**src/rtl/key_search_ctrl.sv**
```systemverilog
// ============================================================================
// key_search_ctrl : requests keys from the generator, launches decrypts and
// stops on the first passing key or on key-space exhaustion.
// Optional KEY_SEARCH_TIMEOUT_EN adds a WAIT_DEC watchdog and timeout_err.
// Revision: 1.0
// ============================================================================
`default_nettype none

module key_search_ctrl #(
  parameter int KEY_W = 24,
  parameter int ATT_W = 23
`ifdef KEY_SEARCH_TIMEOUT_EN
  , parameter int TIMEOUT_CYCLES = 65536
`endif
) (
  input  logic             clk,
  input  logic             reset,
  input  logic             go,
  output logic             key_req,
  input  logic             key_rdy,
  input  logic             key_space_done,
  input  logic [KEY_W-1:0] key_in,
  output logic             decrypt_start,
  output logic [KEY_W-1:0] decrypt_key,
  input  logic             decrypt_done,
  input  logic             decrypt_pass,
  output logic             busy,
  output logic             found,
  output logic [KEY_W-1:0] found_key,
  output logic             exhausted,
`ifdef KEY_SEARCH_TIMEOUT_EN
  output logic             timeout_err,
`endif
  output logic [ATT_W-1:0] attempts
);

  localparam logic [3:0] S_IDLE      = 4'd0;
  localparam logic [3:0] S_REQ       = 4'd1;
  localparam logic [3:0] S_WAIT_DROP = 4'd2;
  localparam logic [3:0] S_WAIT_KEY  = 4'd3;
  localparam logic [3:0] S_LAUNCH    = 4'd4;
  localparam logic [3:0] S_WAIT_DEC  = 4'd5;
  localparam logic [3:0] S_FOUND     = 4'd6;
  localparam logic [3:0] S_EXHAUSTED = 4'd7;
`ifdef KEY_SEARCH_TIMEOUT_EN
  localparam logic [3:0] S_ERROR     = 4'd8;
  localparam int         CNT_W       = $clog2(TIMEOUT_CYCLES + 1);
  localparam logic [CNT_W-1:0] TMO_LAST = CNT_W'(TIMEOUT_CYCLES - 1);
`endif

  logic [3:0]       state_q, state_d;
  logic             key_req_q, key_req_d;
  logic             decrypt_start_q, decrypt_start_d;
  logic [KEY_W-1:0] decrypt_key_q, decrypt_key_d;
  logic             busy_q, busy_d;
  logic             found_q, found_d;
  logic [KEY_W-1:0] found_key_q, found_key_d;
  logic             exhausted_q, exhausted_d;
  logic [ATT_W-1:0] attempts_q, attempts_d;
  logic             last_key_q, last_key_d;
  logic             go_clear, capture, dec_end;
`ifdef KEY_SEARCH_TIMEOUT_EN
  logic [CNT_W-1:0] tmo_cnt_q, tmo_cnt_d;
  logic             timeout_err_q, timeout_err_d;
`endif

  always_ff @(posedge clk) begin
    if (reset) begin
      state_q         <= S_IDLE;
      key_req_q       <= 1'b0;
      decrypt_start_q <= 1'b0;
      decrypt_key_q   <= '0;
      busy_q          <= 1'b0;
      found_q         <= 1'b0;
      found_key_q     <= '0;
      exhausted_q     <= 1'b0;
      attempts_q      <= '0;
      last_key_q      <= 1'b0;
`ifdef KEY_SEARCH_TIMEOUT_EN
      tmo_cnt_q       <= '0;
      timeout_err_q   <= 1'b0;
`endif
    end else begin
      state_q         <= state_d;
      key_req_q       <= key_req_d;
      decrypt_start_q <= decrypt_start_d;
      decrypt_key_q   <= decrypt_key_d;
      busy_q          <= busy_d;
      found_q         <= found_d;
      found_key_q     <= found_key_d;
      exhausted_q     <= exhausted_d;
      attempts_q      <= attempts_d;
      last_key_q      <= last_key_d;
`ifdef KEY_SEARCH_TIMEOUT_EN
      tmo_cnt_q       <= tmo_cnt_d;
      timeout_err_q   <= timeout_err_d;
`endif
    end
  end

  always_comb begin
    state_d = state_q;
    case (state_q)
      S_IDLE, S_FOUND, S_EXHAUSTED: if (go) state_d = S_REQ;
      // key_req is raised on entry to REQ, so its pulse cycle is the exit cycle
      S_REQ: begin
        if (key_space_done) state_d = S_EXHAUSTED;
        else if (key_req_q) state_d = S_WAIT_DROP;
      end
      S_WAIT_DROP: if (!key_rdy) state_d = S_WAIT_KEY;
      S_WAIT_KEY:  if (key_rdy || key_space_done) state_d = S_LAUNCH;
      S_LAUNCH:    state_d = S_WAIT_DEC;
      S_WAIT_DEC: begin
        if (decrypt_done) begin
          if (decrypt_pass)    state_d = S_FOUND;
          else if (last_key_q) state_d = S_EXHAUSTED;
          else                 state_d = S_REQ;
        end
`ifdef KEY_SEARCH_TIMEOUT_EN
        else if (tmo_cnt_q == TMO_LAST) state_d = S_ERROR;
`endif
      end
`ifdef KEY_SEARCH_TIMEOUT_EN
      S_ERROR: state_d = S_ERROR;
`endif
      default: state_d = S_IDLE;
    endcase
  end

  always_comb begin
    go_clear = go && (state_q == S_IDLE || state_q == S_FOUND || state_q == S_EXHAUSTED);
    capture  = (state_q == S_WAIT_KEY) && (state_d == S_LAUNCH);
    dec_end  = (state_q == S_WAIT_DEC) && decrypt_done;

    key_req_d       = (state_d == S_REQ) && !key_req_q && key_rdy && !key_space_done;
    decrypt_start_d = capture;
    decrypt_key_d   = capture ? key_in : decrypt_key_q;
    busy_d          = !(state_d == S_IDLE || state_d == S_FOUND || state_d == S_EXHAUSTED);
`ifdef KEY_SEARCH_TIMEOUT_EN
    if (state_d == S_ERROR) busy_d = 1'b0;
`endif

    last_key_d = last_key_q;
    if (go_clear)     last_key_d = 1'b0;
    else if (capture) last_key_d = key_space_done;

    found_d     = found_q;
    found_key_d = found_key_q;
    if (go_clear) found_d = 1'b0;
    else if (dec_end && decrypt_pass) begin
      found_d     = 1'b1;
      found_key_d = decrypt_key_q;
    end

    exhausted_d = exhausted_q;
    if (go_clear) exhausted_d = 1'b0;
    else if (state_d == S_EXHAUSTED && state_q != S_EXHAUSTED) exhausted_d = 1'b1;

    attempts_d = attempts_q;
    if (go_clear) attempts_d = '0;
    else if (dec_end && attempts_q != '1) attempts_d = attempts_q + 1'b1;

`ifdef KEY_SEARCH_TIMEOUT_EN
    // counts cycles since decrypt_start, so LAUNCH seeds it with 1
    tmo_cnt_d = tmo_cnt_q;
    if (state_q == S_LAUNCH)        tmo_cnt_d = CNT_W'(1);
    else if (state_q == S_WAIT_DEC) tmo_cnt_d = tmo_cnt_q + 1'b1;
    timeout_err_d = timeout_err_q || (state_d == S_ERROR);
`endif
  end

  assign key_req       = key_req_q;
  assign decrypt_start = decrypt_start_q;
  assign decrypt_key   = decrypt_key_q;
  assign busy          = busy_q;
  assign found         = found_q;
  assign found_key     = found_key_q;
  assign exhausted     = exhausted_q;
  assign attempts      = attempts_q;
`ifdef KEY_SEARCH_TIMEOUT_EN
  assign timeout_err   = timeout_err_q;
`endif

endmodule

`default_nettype wire
```
**config.mk**
```make
export PLATFORM = sky130hd
export DESIGN_NAME = key_search_ctrl
export DESIGN_NICKNAME = d
export VERILOG_FILES = /design/src/rtl/key_search_ctrl.sv
export SDC_FILE = /design/constraint.sdc
export NUM_CORES = 1
export LEC_CHECK = 0
export CAP_MARGIN = 20
export CORE_UTILIZATION = 42
export CTS_CLUSTER_DIAMETER = 30
export CTS_CLUSTER_SIZE = 24
export DETAILED_ROUTE_END_ITERATION = 10
export GPL_ROUTABILITY_DRIVEN = 0
export PLACE_DENSITY_LB_ADDON = 0.05
export SLEW_MARGIN = 30
export SYNTH_ARGS = -nofsm -noshare
export SYNTH_HDL_FRONTEND = slang
export SYNTH_SLANG_ARGS = --single-unit
```
**constraint.sdc**
```tcl
create_clock -name clk -period 1.75 [get_ports clk]
set_input_delay 0.525 -clock clk [delete_from_list [all_inputs] [get_ports clk]]
set_output_delay 0.525 -clock clk [all_outputs]
set_load 0.01 [all_outputs]
```
; ---- Word-level counts from Yosys, hierarchy flattened
; Index checks and enable logic that the tools add are counted.
[totals]
ff_bits = 81
latchBits = 0
ram_bits = 0
romBits = 0
input_bits = 31
output_inout_bits = 76
wordCells = 56
memories = 0
[classes]
addsub = 1
mul = 0
div_mod_pow = 0
order_cmp = 0
n_eq_ne = 13
shifts = 0
muxes = 9
bitwise = 1
n_reduce_logical = 22
[op_table]
columns = operator, n
row1 = "4-bit by 3-bit == test with 1-bit output, second input constant", 7
row2 = 4-bit two-way mux, 6
row3 = 4-bit one-hot mux with 6 select lines, 1
row4 = "23-bit by 1-bit adder with 23-bit output, second input constant", 1
row5 = "23-bit != test, second input constant", 1
row6 = 1-bit logical AND, 9
row7 = "4-bit by 1-bit == test with 1-bit output, second input constant", 2
row8 = "4-bit by 2-bit == test with 1-bit output, second input constant", 2
row9 = 4-bit zero test, 2
row10 = 3-bit two-way mux, 2
row11 = 1-bit logical OR, 5
row12 = "4-bit by 3-bit != test with 1-bit output, second input constant", 1
row13 = 1-bit zero test, 3
row14 = 3-bit OR reduction, 1
row15 = 2-bit AND reduction, 1
row16 = 2-bit OR reduction, 1
row17 = 1-bit NOT, 1

; ---- Logic depth before layout (Yosys ltp)
; Gate-level depths: netlist of run 1.
[depth]
word_depth = 8
mapped_depth = 7
depth_no_buf = 5

; ---- Worst setup path after synthesis of run 1
; OpenSTA, ideal clock, no wires.
[synth_timing]
path_type = register to register
startpoint = register attempts_q[13], in the netlist attempts[13]
endpoint = register attempts_q[6], in the netlist attempts[6]
setup_time_ns = 0.121
t_arrival_ns = 1.768
required_ns = 1.629
path_slack_ns = -0.139
stages_incl_launch_ff = 7
path_buffers = 1
synth_period_minus_slack_ns = 1.889
path_cell_list = dfxtp_1 nand3_2 or4_4 o31ai_4 buf_6 or3_1 a21oi_2
[synth_via]
elab_chain_len = 2
[synth_lines]
columns = element, line
row1 = from (decl), 59  ; logic [ATT_W-1:0] attempts_q, attempts_d;
row2 = from (signal assigned), 92  ; attempts_q <= attempts_d;
row3 = 23-bit != test, 161  ; else if (dec_end && attempts_q != '1) attempts_d = attempts_q + 1'b1;
row4 = 1-bit logical AND, 161
; Every way passes these cells.
; A chain may end at the register's enable or synchronous reset.

; ---- Final worst setup path of run 1
[layout_timing]
startpoint = register attempts_q[12], in the netlist attempts[12]
endpoint = register attempts_q[17], in the netlist attempts[17]
[layout_via]
elab_chain_len = 2
elab_cells_between_ends = 3
classes_between = add/sub (1) / eq/ne (1) / reduce/logical (1)
[layout_lines]
columns = element
row1 = "parallel branches: the longest is 2 deep, another holds 23-bit by 1-bit adder with 23-bit output"
; Parallel ways; which one is timed is not known.

==> metrics.yaml, run 1 <==
status: "complete, but fails checks"
violations: "negative setup slack"
ant_nets: 0
post-place-ws_ns: -0.366
grt_pass1_vias: 3178
totalWireLength_um: 9190
synthCells: 410
min_to: "found_key[0]$_SDFFE_PP0P_"
cap_violations: 0
timing.final.crit_share_pct: 103
setup_tns_ns: -0.0534
pin_count: 107
reg2reg_from: "attempts[12]$_SDFFE_PP0P_"
p_int_mw: 2.52
synth_area_leaders: "dfxtp_1 (48%), nand2_1 (12%), a21oi_1 (8.5%), nor2_1 (2.6%), clkbuf_1 (2.3%)"
syn_avg_cell_area_um2: 8.23
whs_ns: 0.452
drc: 0
numCtsBuffers: 9
hold_viol: 0
worstRegToRegCells: 5
cts_tree: "done"
placed_area_um2: 4990
dp_cells: 651
first_iter_violations: 80
wl_per_cell_um: 13.7
dieArea_um2: 8390
irDropWorstVdd_mv: 0.469
layout.nets: 595
synth_xor_area_share_pct: 2.82
cp_max_fo: 6
io_buffers: 106
cp-start-kind: "flop"
synth_async_sr_flop_share_pct: 0
gr-total-overflow: 0
multi_input_area_um2: 1760
grt_first_pass_wirelength_um: 15100
rsz0062_at_grt: "yes"
root_buffer: "clkbuf_8"
endpoint_kind: "flop"
hold_buffers: 0
seqCellArea_um2: 1640
final_area_um2: 5250
synth_top_area_share_pct: 48.1
hp-start: "found_key[0]$_SDFFE_PP0P_"
synth_compound_gate_area_share_pct: 19.0
fin_util_pct: 67.6
cts.clk_slew.worst_paths_ns: 0.09
p_switching_uw: 829
required_ns: 2.03
drive_gt1_share_pct: 22.2
switching_share_pct: 24.8
ys_ff_latch: 81
yosys_warnings: 0
start_util_pct: 43.4
syn-cell-area_um2: 3370
pwr-share-seq_pct: 55.2
numClockSinks: 81
hold_depth: 2
fmax_mhz: 555
grtUsageTotal_pct: 22.5
synth_top_family_by_area: "simple AND/OR/NAND/NOR gates"
diodes: 0
dp_hpwl_um: 6340
clock_latency_ns: 0.35
r2r_slack_ns: -0.05
setup_slack_ns: -0.0507
synth_mux_area_share_pct: 0
max_stage_delay_ns: 0.39
cp_slowest_cell: "or3_4"
p_comb_share_pct: 5.8
synth_simple_gate_area_share_pct: 26.0
grt_max_degree: 47
min_period_ns: 1.80
htreeDepth: 3
finalSetupViolCount: 2
hold_class: "flop to flop"
firstDrtPassIters: 4
synth_fp_nets: 442
r2r_end: "attempts[17]$_SDFFE_PP0P_"
die_w_um: 91.6
yosysTopAreaCell: "dfxtp_1"
fin_skew_ns: 0.00754
rows: 32
seq_area_frac_synth_pct: 48.1
slew_violations: 0
syn_to_final_growth_pct: 55.6
num-fill-cells: 681
synth_edf_count: 0
crit_type: "flop to flop"
synth_fa_ha_area_share_pct: 0.371
synth_common_cells: "nand2_1 (112), dfxtp_1 (81), a21oi_1 (57), nor2_1 (23), clkbuf_1 (21)"
antenna_found_initial: 0
leakagePower_nw: 2.23
power_mw: 3.34
yosysMostFrequentCell: "nand2_1"
clockBufferDepth: 2
yosysUniqueCellTypes: 53
cellPowerDensity_nw_per_um2: 637
die_h_um: 91.6
final_cells: 670
ys.flop_type: "dfxtp_1"
p_clk_share_pct: 39.0
crit_chain: "and4_2 -> and3_2 -> a211o_4 -> or3_4 -> a21oi_2"
vias: 3444
critPathArrivalTime_ns: 2.08
vias_per_cell: 5.14
core_um2: 7770
layout by cell type (no fill, tap or decap), types with 7 or more instances in the layout:
cell and count:
clkdlybuf4s50_1 26, nand2_1 111, a21oi_2 7, xnor2_1 8, nor2_1 23, clkbuf_8 10
dfxtp_1 72, nand3_1 7, a21oi_1 55, buf_4 51, dlygate4sd2_1 74
power groups by stage:
stage	logic (mW)	registers, mW	clock network [mW]
2_1_floorplan	0.0691	1.89	0
3_3_place_gp	0.190	1.89	0
3_5_place_dp	0.190	1.89	0
4_1_cts	0.191	1.85	1.32
5_1_grt	0.209	1.85	1.41
6_report	0.193	1.85	1.30
flip-flops by register name, indices dropped and copies added, names as in the netlist:
register and flops:
state_q 4, last_key_q 1, attempts 23, found 1
busy 1, decrypt_key 24, found_key 24, decrypt_start 1
exhausted 1, key_req 1
worst max-delay path by stage:
stage	startpoint	to	slack (ns)	cells past startpoint
after floorplan	attempts[16]$_SDFFE_PP0P_	attempts[6]$_SDFFE_PP0P_	0.004	6
after global routing	attempts[12]$_SDFFE_PP0P_	attempts[17]$_SDFFE_PP0P_	-0.12	5
after global placement	decrypt_done	attempts[17]$_SDFFE_PP0P_	-0.34	6
after CTS	attempts[18]$_SDFFE_PP0P_	attempts[7]$_SDFFE_PP0P_	-0.02	7
final	attempts[12]$_SDFFE_PP0P_	attempts[17]$_SDFFE_PP0P_	-0.05	5
after detailed placement	decrypt_done	attempts[21]$_SDFFE_PP0P_	-0.37	6
cell type report:
cell class	count	area share, %
Timing Repair Buffer	167	28.9
Inverter	5	0.357
Tap cell	102	2.43
Sequential cell	81	31.3
Clock buffer	10	2.62
Multi-Input combinational cell	299	33.5
Clock inverter	6	0.906
cell families after synthesis:
family,after synthesis
AO/OA/AOI/OAI,100
XOR/XNOR,10
adder cells (fa/ha/maj),1
buffers and inverters,30
flip-flops,81
other,1
AND/OR/NAND/NOR,187
routing by layer:
| metal | global-route usage [%] | part of all wire (%) | up-vias |
|---|---|---|---|
| li1 | - | - | 1728 |
| met1 | 30.0 | 46 | 1611 |
| met2 | 35.6 | 47 | 90 |
| met3 | 4.56 | 5.1 | 15 |
| met4 | 9.13 | 2.2 | 0 |
| met5 | 0 | 0 | - |
critical path, delay by kind of cell, from the launching register on:
| family | cells | cell delay [ns] |
|---|---|---|
| flops | 1 | 0.32 |
| simple gates | 3 | 0.95 |
| compound gates | 2 | 0.47 |
repair_timing:
item | CTS | global route
resized for setup | 85 | 24
gates cloned | 0 | 0
hold endpoints to repair | 0 | 0
endpoints found under the setup margin | 82 | 24
pin swaps | 3 | 9
buffers inserted | 3 | 0
No activity file was read; power rests on OpenSTA's default activity.
==> run 2, diff against run 1 <==
--- a/config.mk
+++ b/config.mk
@@ -6,12 +6,13 @@
 export NUM_CORES = 1
 export LEC_CHECK = 0
 export CAP_MARGIN = 20
-export CORE_UTILIZATION = 42
+export CORE_UTILIZATION = 46
 export CTS_CLUSTER_DIAMETER = 30
 export CTS_CLUSTER_SIZE = 24
 export DETAILED_ROUTE_END_ITERATION = 10
 export GPL_ROUTABILITY_DRIVEN = 0
 export PLACE_DENSITY_LB_ADDON = 0.05
+export RECOVER_POWER = 50
 export SLEW_MARGIN = 30
 export SYNTH_ARGS = -nofsm -noshare
 export SYNTH_HDL_FRONTEND = slang
==> constraint.sdc (replaced) <==
create_clock -name clk -period 2.06 [get_ports clk]
set_input_delay 0.618 -clock clk [delete_from_list [all_inputs] [get_ports clk]]
set_output_delay 0.618 -clock clk [all_outputs]
set_load 0.01 [all_outputs]
==> metrics.yaml, run 2 (synthesis results as in run 1) <==
status: "finished, final reports clean"
antenna_found_initial: 0  # unchanged
wl_per_cell_um: 13.9  # +1.2%
irDropWorstVdd_mv: 0.392  # -17%
slew_headroom_pct: 64.5
ant_nets: 0  # unchanged
syn_to_final_growth_pct: 48.8
cts_tree: "done"
power_mw: 3.12  # -6.7%
hold_viol: 0  # unchanged
final_cell_mix: "nand2_1 (112), clkdlybuf4s50_1 (87), dfxtp_1 (80), a21oi_1 (57), buf_4 (33)"
timing.final.crit_share_pct: 96.9
die_h_um: 87.6  # -4.3%
grtUsageTotal_pct: 24.3  # +1.7 points
grt_first_pass_wirelength_um: 14600  # -3.6%
pin_count: 107  # unchanged
crit_chain: "clkdlybuf4s50_1"
cts.clk_slew.worst_paths_ns: 0.08  # about the same
cap_violations: 0  # unchanged
cp_slowest_cell: "clkdlybuf4s50_1"
hold_class: "flop to flop"
critPathBufInv: 1  # +1
final_common_cell: "nand2_1"
slew_violations: 0  # unchanged
setup_slack_ns: 0.0646  # +0.115 ns
tightest_slew_ns: 0.520
rows: 30  # -6.3%
rsz0062_at_grt: "no"
layout.nets: 577  # -3.0%
required_ns: 1.44  # -0.59 ns
cp-start-kind: "flop"
vias_per_cell: 5.25  # +2.2%
dp_hpwl_um: 6170  # -2.7%
clockBufferDepth: 2  # unchanged
start_util_pct: 48.6  # +5.1 points
grt_pass1_vias: 3149  # -0.91%
crit_type: "flop to output port"
max_stage_delay_ns: 0.58  # +0.19 ns
io_buffers: 106  # unchanged
cellPowerDensity_nw_per_um2: 622  # -2.4%
drc: 0  # unchanged
finalSetupViolCount: 0  # -2
dieArea_um2: 7680  # -8.5%
diodes: 0  # unchanged
htreeDepth: 3  # unchanged
crit_family: "buffers and inverters"
leakagePower_nw: 1.75  # -22%
grt_max_degree: 51  # +8.5%
totalWireLength_um: 8950  # -2.6%
vias: 3388  # -1.6%
numCtsBuffers: 9  # unchanged
die_w_um: 87.6  # -4.3%
firstDrtPassIters: 4  # unchanged
critPathArrivalTime_ns: 1.38  # -0.70 ns
endpoint_kind: "output port"
fin_skew_ns: 0.0115  # +0.00401 ns
root_buffer: "clkbuf_8"
clock_latency_ns: 0.35  # about the same
numClockSinks: 81  # unchanged
min_period_ns: 2.00
num-fill-cells: 544  # -20%
post-place-ws_ns: -0.179  # +0.187 ns
core_um2: 6940  # -11%
drive_gt1_share_pct: 14.0  # -8.2 points
first_iter_violations: 142  # +78%
whs_ns: 0.453  # +0.00117 ns
gr-total-overflow: 0  # unchanged
cp_max_fo: 8  # +2
fmax_mhz: 501
run 2: cell count changes in the layout (fill, tap and decap cells not counted), moves of 4 or more:
| cell | delta |
|---|---|
| dfxtp_4 | -4 |
| dfxtp_2 | -4 |
| dlygate4sd2_1 | -74 |
| or3_4 | -4 |
| dlymetal6s2s_1 | -5 |
| dfxtp_1 | +8 |
| buf_4 | -18 |
| clkdlybuf4s50_1 | +61 |
| buf_6 | -5 |
| or3_1 | +4 |
| dlygate4sd3_1 | +18 |
run 2: routing by layer:
| layer | vias to the layer above | global-route usage (%) | routed length [um] |
|---|---|---|---|
| met5 | - | 0 | 0 |
| met4 | 0 | 9.69 | 133 |
| met3 | 13 | 4.90 | 482 |
| met2 | 101 | 40.8 | 4310 |
| met1 | 1596 | 30.6 | 4020 |
| li1 | 1678 | - | - |
run 2: layout make-up:
type	instances	area (um2)	area share, %
multi-input combinational	299	1630	32.5
sequential	81	1620	32.3
timing repair buffer	149	1390	27.7
clock buffer	9	124	2.47
tap	96	120	2.39
clock inverter	6	115	2.29
inverter	5	18.8	0.374
run 2: power breakdown:
group / total, mW / internal (mW) / switching (mW)
Combinational: 0.158 / 0.0831 / 0.0750
Clock: 1.39 / 0.805 / 0.585
Sequential: 1.57 / 1.57 / 0.00345
Total: 3.12 / 2.46 / 0.663
run 2: worst paths after layout:
check / end / startpoint / depth (start not counted) / slack [ns]
setup / recovery: attempts[8] / attempts[8]$_SDFFE_PP0P_ / 1 / 0.06
hold / removal: found_key[13]$_SDFFE_PP0P_ / found_key[13]$_SDFFE_PP0P_ / 2 / 0.45
setup reg to reg: attempts[0]$_SDFFE_PP0P_ / attempts[15]$_SDFFE_PP0P_ / 6 / 0.09
hold reg to reg: found_key[13]$_SDFFE_PP0P_ / found_key[13]$_SDFFE_PP0P_ / 2 / 0.45
run 2: repair_timing:
item | 4_1_cts | 5_1_grt
hold endpoints to repair | 0 | 0
setup endpoints to repair | 0 | 2
buffers inserted | 0 | 3
resized for setup | 0 | 1
hold buffers | 0 | 0
run 2: through the flow:
step                      utilization [%]  cells  setup TNS [ns]  area, um2
after floorplan                         -    410               0       3370
after global placement               69.3    627           -2.32       4810
after detailed placement             69.3    627           -2.75       4810
after CTS                            72.8    642               0       5050
after global routing                 72.3    645               0       5020
final                                72.3    645               0       5020
==> run 3, diff against run 2 <==
--- a/config.mk
+++ b/config.mk
@@ -6,6 +6,7 @@
 export NUM_CORES = 1
 export LEC_CHECK = 0
 export CAP_MARGIN = 20
+export CORE_ASPECT_RATIO = 1.75
 export CORE_UTILIZATION = 46
 export CTS_CLUSTER_DIAMETER = 30
 export CTS_CLUSTER_SIZE = 24
==> metrics.yaml, run 3 (synthesis results as in run 1) <==
hold_class: "flop to flop"
fin_util_pct: 72.1  # -0.15 points
numCtsBuffers: 9  # unchanged
use_met1_pct: 25.9  # -4.7 points
status: "finished, final reports clean"
fmax_mhz: 494  # -1.4%
start_util_pct: 47.3  # -1.3 points
die_h_um: 115  # +32%
cts.clk_slew.worst_paths_ns: 0.06  # -0.02 ns
core_um2: 7130  # +2.7%
endpoint_kind: "flop"
grtUsageTotal_pct: 25.8  # +1.6 points
final_common_cell: "nand2_1"
cap_violations: 0  # unchanged
min_period_ns: 2.02  # +0.0282 ns
totalWireLength_um: 9600  # +7.3%
ant_nets: 0  # unchanged
slew_headroom_pct: 62.8  # -1.6 points
required_ns: 2.33  # +0.89 ns
pin_count: 107  # unchanged
drc: 0  # unchanged
htreeDepth: 3  # unchanged
antenna_found_initial: 0  # unchanged
timing.final.crit_share_pct: 98.2  # +1.4 points
irDropWorstVdd_mv: 0.579  # +48%
first_iter_violations: 184  # +30%
gr-total-overflow: 0  # unchanged
clock_latency_ns: 0.34  # about the same
wl_per_cell_um: 15.0  # +8.1%
cp_max_fo: 10  # +2
drive_gt1_share_pct: 15.2  # +1.1 points
diodes: 0  # unchanged
final_cell_mix: "nand2_1 (112), dfxtp_1 (80), clkdlybuf4s50_1 (76), a21oi_1 (57), buf_4 (40)"
cellPowerDensity_nw_per_um2: 645  # +3.8%
use_met3_pct: 7.04  # +2.1 points
slew_violations: 0  # unchanged
syn_to_final_growth_pct: 52.4
placed_area_um2: 4830  # +0.36%
grt_max_degree: 54  # +5.9%
grt_first_pass_wirelength_um: 14800  # +1.7%
dp_hpwl_um: 6760  # +9.5%
post-place-ws_ns: -0.396  # -0.217 ns
critPathArrivalTime_ns: 2.29  # +0.91 ns
vias_per_cell: 5.37  # +2.3%
dieArea_um2: 7690  # +0.17%
die_w_um: 66.7  # -24%
io_buffers: 106  # unchanged
cp-start-kind: "primary input"
final_area_um2: 5140  # +2.5%
setup_slack_ns: 0.0364  # -0.0282 ns
crit_type: "primary input to flop"
finalSetupViolCount: 0  # unchanged
grt_use_met2_pct: 45.1  # +4.3 points
vias: 3438  # +1.5%
grt_pass1_vias: 3201  # +1.7%
numClockSinks: 81  # unchanged
top_usage_layer: "met2"
root_buffer: "clkbuf_16"
hold_viol: 0  # unchanged
firstDrtPassIters: 4  # unchanged
clockBufferDepth: 2  # unchanged
fin_skew_ns: 0.00546  # -0.00609 ns
rows: 41  # +37%
cts_tree: "done"
hold_buffers: 0  # unchanged
tightest_slew_ns: 0.557  # +0.0379 ns
leakagePower_nw: 1.85  # +6.1%
layout.nets: 581  # +0.69%
-- run 3: changes by cell type in the layout (fill, tap and decap cells not counted), sizes merged --
| cell | change |
|---|---|
| buf | +9 |
| bufinv | -2 |
| clkbuf | -3 |
| clkdlybuf4s50 | -11 |
| clkinv | +1 |
| clkinvlp | +1 |
| dlygate4sd3 | +11 |
| inv | -1 |
-- run 3: per-layer routing --
metal | vias up | share of wire (%)
li1 | 1686 | -
met1 | 1616 | 38
met2 | 112 | 53
met3 | 24 | 4.8
met4 | 0 | 3.8
met5 | - | 0
-- run 3: cell type report --
| cell class | instances | area (um2) |
|---|---|---|
| Fill cell | 587 | 1990 |
| Multi-Input combinational cell | 299 | 1640 |
| Sequential cell | 81 | 1620 |
| Clock inverter | 5 | 55.1 |
| Tap cell | 86 | 108 |
| Clock buffer | 11 | 243 |
| Inverter | 5 | 18.8 |
| Timing Repair Buffer | 153 | 1460 |
-- run 3: per-stage QoR --
stage                     std cells  hold WS [ns]  total power [mW]  TNS [ns]
after floorplan                 410         0.450              1.67         0
after global placement          621         0.441              1.77     -3.39
after detailed placement        621         0.446              1.78     -4.62
final                           640         0.450              3.32         0
after global routing            640         0.463              3.42    -0.114
after CTS                       637         0.454              3.35         0
-- run 3: worst paths after layout --
check                                 start                        end  slack, ns  cells past startpoint
setup reg to reg  attempts[11]$_SDFFE_PP0P_   attempts[2]$_SDFFE_PP0P_       0.07                      6
hold / removal    found_key[0]$_SDFFE_PP0P_  found_key[0]$_SDFFE_PP0P_       0.45                      2
hold reg to reg   found_key[0]$_SDFFE_PP0P_  found_key[0]$_SDFFE_PP0P_       0.45                      2
setup / recovery               decrypt_done   attempts[4]$_SDFFE_PP0P_       0.04                      7
-- run 3: critical path, stage by stage --
cell and delay, ns:
clkdlybuf4s50_1 0.50, buf_4 0.14, and2_0 0.23, o31ai_4 0.10, buf_4 0.18, or3_1 0.39, a21oi_2 0.14
-- run 3: what timing repair did --
item / CTS / global route
resized for setup: 2 / 2
setup endpoints to repair: 2 / 6
buffers inserted: 0 / 3
pin swaps: 0 / 1
-- run 3: power by group --
group	leakage, nW	internal (mW)	total [mW]	switching [mW]
logic	1.06	0.0871	0.164	0.0767
clock network	0.142	0.967	1.58	0.613
registers	0.653	1.57	1.58	0.00304
total	1.85	2.63	3.32	0.692
